[config.mk]
export PLATFORM = sky130hd
export DESIGN_NAME = triple_buffer_sched
export DESIGN_NICKNAME = d
export VERILOG_FILES = /design/src/rtl/triple_buffer_sched.sv
export SDC_FILE = /design/constraint.sdc
export NUM_CORES = 1
export LEC_CHECK = 0
export ABC_AREA = 1
export ABC_CLOCK_PERIOD_IN_PS = 1600
export CORE_UTILIZATION = 51
export DETAILED_ROUTE_END_ITERATION = 8
export PLACE_DENSITY = 0.77
export SYNTH_ARGS = -nofsm -noshare
export SYNTH_HDL_FRONTEND = slang
export SYNTH_SLANG_ARGS = --single-unit
[constraint.sdc]
create_clock -name clk -period 1.6 [get_ports clk]
set_input_delay 0.24 -clock clk [delete_from_list [all_inputs] [get_ports clk]]
set_output_delay 0.24 -clock clk [all_outputs]
set_load 0.01 [all_outputs]
[src/rtl/triple_buffer_sched.sv]
// triple_buffer_sched: rotates three frame buffers between a writer and a
// display. Display acts first each cycle, then the writer acts on the result.
// Optional build macro TBS_FRAME_DROP_EN: the writer is never stalled; a new
// frame replaces an undisplayed pending frame instead of being rejected.
module triple_buffer_sched #(
  parameter int CNT_W = 16
) (
  input  logic             clk,
  input  logic             reset,
  input  logic             wr_frame_done,
  input  logic             rd_frame_start,
  input  logic             cnt_clr,
  output logic [1:0]       wr_sel,
  output logic [1:0]       rd_sel,
  output logic             pend_valid,
  output logic             wr_busy,
  output logic             wr_ack,
  output logic             swap_ack,
  output logic [CNT_W-1:0] swap_cnt,
  output logic [CNT_W-1:0] drop_cnt
);

  logic [1:0] w_idx, p_idx, d_idx;
  logic [1:0] w_nxt, p_nxt, d_nxt;
  logic       pend_nxt;
  logic       swap_evt, acc_evt, drop_evt;

  // Next buffer roles: display hand-off first, then writer hand-off on the result.
  always_comb begin
    w_nxt    = w_idx;
    p_nxt    = p_idx;
    d_nxt    = d_idx;
    pend_nxt = pend_valid;
    swap_evt = 1'b0;
    acc_evt  = 1'b0;
    drop_evt = 1'b0;
    if (rd_frame_start && pend_valid) begin
      d_nxt    = p_idx;
      p_nxt    = d_idx;
      pend_nxt = 1'b0;
      swap_evt = 1'b1;
    end
    if (wr_frame_done) begin
      // A still-pending frame at this point is either overwritten or the
      // incoming one is rejected; both count as a lost frame.
      drop_evt = pend_nxt;
`ifdef TBS_FRAME_DROP_EN
      acc_evt  = 1'b1;
`else
      acc_evt  = !pend_nxt;
`endif
    end
    if (acc_evt) begin
      w_nxt    = p_nxt;
      p_nxt    = w_idx;
      pend_nxt = 1'b1;
    end
  end

  // Buffer index and handshake registers.
  always_ff @(posedge clk) begin
    if (reset) begin
      w_idx      <= 2'd0;
      p_idx      <= 2'd1;
      d_idx      <= 2'd2;
      pend_valid <= 1'b0;
      wr_ack     <= 1'b0;
      swap_ack   <= 1'b0;
    end else begin
      w_idx      <= w_nxt;
      p_idx      <= p_nxt;
      d_idx      <= d_nxt;
      pend_valid <= pend_nxt;
      wr_ack     <= acc_evt;
      swap_ack   <= swap_evt;
    end
  end

  // Saturating frame statistics; clear beats a same-cycle increment.
  always_ff @(posedge clk) begin
    if (reset || cnt_clr) begin
      swap_cnt <= '0;
      drop_cnt <= '0;
    end else begin
      if (swap_evt && (swap_cnt != '1)) swap_cnt <= swap_cnt + 1'b1;
      if (drop_evt && (drop_cnt != '1)) drop_cnt <= drop_cnt + 1'b1;
    end
  end

  assign wr_sel = w_idx;
  assign rd_sel = d_idx;
`ifdef TBS_FRAME_DROP_EN
  assign wr_busy = 1'b0;
`else
  assign wr_busy = pend_valid;
`endif

endmodule

After elaboration in Yosys (flattened, before gate mapping)

Cells that the tools add are included.

Logic and storage cells: 24
Bits in latches: 0
Input port bits: 5
Bits in read-only memories: 0
Bits in registers: 41
Memories kept: 0
Memory bits (writable): 0

Reductions and logical operators: 5
Div/mod/pow operators: 0
$mul: 0
Shift operators: 0
Eq/ne operators: 2
Add/subtract/negate cells: 2
$lt $le $gt $ge: 0
Bitwise logic cells: 0
Multiplexer cells: 7

Operator list:

| cell                    | count |
|---|---|
| $add A16 B1 Y16 const B | 2 |
| $ne A16 B16 Y1 const B  | 2 |
| $mux W1                 | 5 |
| $mux W2                 | 2 |
| $logic_and A1 B1 Y1     | 3 |
| $logic_not A1 Y1        | 1 |
| $logic_or A1 B1 Y1      | 1 |

Logic depth before layout (Yosys ltp)

Depth in word-level cells: 5
Mapped depth: 9
Depth with buffers taken out: 9

Worst setup path after synthesis

Ideal clock, no wire load.

Path kind: reg2reg
Start: register swap_cnt[0]
End: register swap_cnt[4]
Library setup time: 0.115 ns
Data arrival time: 1.331 ns
Path slack: 0.154 ns
Stages on the path, launching flop included: 8
Buffers on the path: 1
Cells stage by stage: dfxtp_1 > ha_1 > inv_1 > nor2_1 > nand4_2 > buf_4 > a21oi_1 > nor2_1

Cells in the longest elaborated chain, start to end: 2

Ends and longest elaborated chain:

| item                                                                    | RTL line | text |
|---|---|---|
| from (decl)                                                             | 19       | `output logic [CNT_W-1:0] swap_cnt,` |
| from (signal assigned)                                                  | 85       | `if (swap_evt && (swap_cnt != '1)) swap_cnt <= swap_cnt + 1'b1;` |
| parallel branches: the longest is 2 deep, another holds $add A16 B1 Y16 | --       |  |

Several ways; the timed one is not identified.
A chain may end at the register's enable or synchronous reset.

Worst setup path in the final report

Start: register drop_cnt[12]
End: output drop_cnt[12]

RTL lines:

| item                   | RTL line | text |
|---|---|---|
| from (decl)            | 20       | `output logic [CNT_W-1:0] drop_cnt` |
| from (signal assigned) | 86       | `if (drop_evt && (drop_cnt != '1)) drop_cnt <= drop_cnt + 1'b1;` |

No word-level cell between the ends.

==> run metrics <==
worst vdd ir roughly 0.79 mV; top-count cell post-synth nand2_1; first-pass GRT wire length around 8500 um; final wirelength 5200 um; number of global-route vias before repair approximately 2k; nets approximately 410; final hold vios 0; Hold Path Class reg -> reg; drt pass-1 iters 4; DRC 0; CP max stage cell clkdlybuf4s50_1; Buffers on Ports 44; Clock Power Share 42.5%; Main synth FF type dfxtp_1; initial antenna violation count 0; cell taking the most area after synthesis dfxtp_1; GR Overflow Total 0; register area share after synthesis approximately 38%; post-synth top area share a little under two fifths; layout cells sized above 1 11.1%; CP required 1360 ps; crit path kind reg -> out; global placement routability congestion around 0.93; Final Total Pwr 2050 uW; core area roughly 0.0041 mm2; 1st-iter DRT viols 107; Synth cell types 26; Critical Path Max Stage Delay approximately 580 ps; # IOs 45; Syn-to-layout area delta 34.2%; Seq pwr share 50.9%; vias per cell 5.12; Met1 Wirelength roughly 2400 um; Post-synth EDFFs 0; cts bufs inserted 5; Mapped Cells roughly 340; gr usage total 24.5%; antenna cells 0; Worst setup SP type flip-flop; RSZ-0062 raised after global routing no; Sw Pwr ~450 uW; Worst Path Max Fanout 6; Slew Limit Fails 0; worst path bufs/invs 1; uppermost layer routed met4; cells along the critical path clkdlybuf4s50_1; DR WL met2 2550 um; max-cap violation count 0; worst hold margin 500 ps; fin crit share between 90% and 100%; Seq cells post-synth 41; clk slew on worst S/H paths approximately 80 ps; routed via count 2341; CTS tree yes; Detail Route Antenna Nets 0; Post-Syn Area 0.00217 mm2; Clock Tree Root clkbuf_8; synth cell count leaders nand2_1, nor2_1, dfxtp_1; Clock Skews between 6 and 7 ps; Switching Share about 22%; Critical Path AT between 1000 and 1500 ps; Mean Syn Cell Area 6.32 um2; DP Wirelength about 3800 um; actual slew at the worst max-slew pin 276 ps; Area contributors post-synth dfxtp_1, nand2_1, nor2_1; outcome completed; Async SR Flop Fraction 0%; min Tclk post-route approximately 1600 ps; Post-Route Utilization a little under three quarters; max_slew headroom about four fifths; largest net degree at the start of global routing 31; Max Clock Freq between 600 and 700 MHz; DIE HEIGHT between 60 and 70 um; die area between 0.004 and 0.005 mm2; final setup fails 0; Combinational Power Share 6.6%; wire per inst ~11 um; CP top delay family buffers and inverters; H-Tree Depth 2; Leak Pwr around 0.0011 uW; # rows 23; syn_nets approximately 350; Initial Util about 54%; post-cts hold buffer count 0; pwr dens around 700 mW/mm2; crit end category primary output; Yosys warnings 0; chip width a little under 70 um; CTS sink cnt 41; Int Pwr about 1600 uW; CTS Buffer Depth 2; clock latency on the worst-skew pair approximately 290 ps; DR WL met3 166 um
## cells in the final DEF (no fill, tap or decap), drive strengths merged
cell | Yosys | final
a21oi | 21 | 21
buf | 5 | 18
clkbuf | 2 | 6
o21ai | 4 | 4
inv | 36 | 36
nand4 | 5 | 5
dfxtp | 41 | 41
o211ai | 1 | 1
mux2i | 1 | 1
o22ai | 2 | 2
nor3b | 1 | 1
a31oi | 3 | 3
clkdlybuf4s50 | 0 | 44
clkinvlp | 0 | 1
bufinv | 0 | 1
nand3 | 33 | 33
nor3 | 5 | 5
nand2 | 95 | 95
nor2 | 87 | 87
ha | 2 | 2
## final cells by class
cell class / count / area (um2)
fillers: 356 / 1140
clock inverters: 2 / 37.5
clock buffers: 6 / 82.6
inverters: 36 / 135
well taps: 50 / 62.6
multi-input cells: 260 / 1190
repair buffers: 62 / 588
flip-flops and latches: 41 / 825
## registers in the layout, summed over array words and instances, names as in the netlist
register    count
wr_sel          2
swap_ack        1
swap_cnt       16
wr_ack          1
pend_valid      1
rd_sel          2
drop_cnt       16
p_idx           2
## cells by family (layout without fill, tap and decap cells)
logic type,Yosys count,in the layout,synth area share [%]
multiplexers,1,1,0.460
flip-flops,41,41,37.7
buffers and inverters,43,106,8.23
AO/OA/AOI/OAI,31,31,7.54
adder cells (fa/ha/maj),2,2,1.15
AND/OR/NAND/NOR,226,226,44.9
## layer usage
layer / up-vias / global-route usage (%)
met2: 47 / 44.0
met3: 6 / 5.57
li1: 1214 / -
met1: 1074 / 27.7
met5: - / 0
met4: 0 / 9.57
## power by group through the flow
stage	registers [uW]	logic, uW	clock network (uW)
floorplan	1080	64.8	0
global placement	1070	132	0
detailed placement	1070	134	0
CTS	1050	135	896
global route	1050	149	928
finish	1050	135	873
## final timing paths
check,start,end,slack [ps],depth (start not counted)
worst max-delay path,drop_cnt[12]$_SDFFE_PP0P_,drop_cnt[12],40,1
worst min-delay path,wr_sel[1]$_SDFFE_PP0P_,p_idx[1]$_SDFF_PP0_,500,2
worst max register to register,pend_valid$_SDFF_PP0_,drop_cnt[15]$_SDFFE_PP0P_,160,7
worst min register to register,wr_sel[1]$_SDFFE_PP0P_,p_idx[1]$_SDFF_PP0_,500,2
## repair_timing
action / in CTS / in global routing
buffers inserted: 0 / 1
setup endpoints to repair: 0 / 8
gates resized for setup: 0 / 6
## stage by stage
stage | std cells | cell area (um2) | worst slack [ps] | setup TNS [ps]
6_report | 457 | 2920 | 36.1 | 0
5_1_grt | 457 | 2920 | 1.04 | 0
4_1_cts | 456 | 2900 | 13.0 | 0
3_5_place_dp | 448 | 2780 | -135 | -599
3_3_place_gp | 448 | 2780 | -55.8 | -313
2_1_floorplan | 344 | 2170 | 154 | 0
No activity file was read; power rests on OpenSTA's default activity.
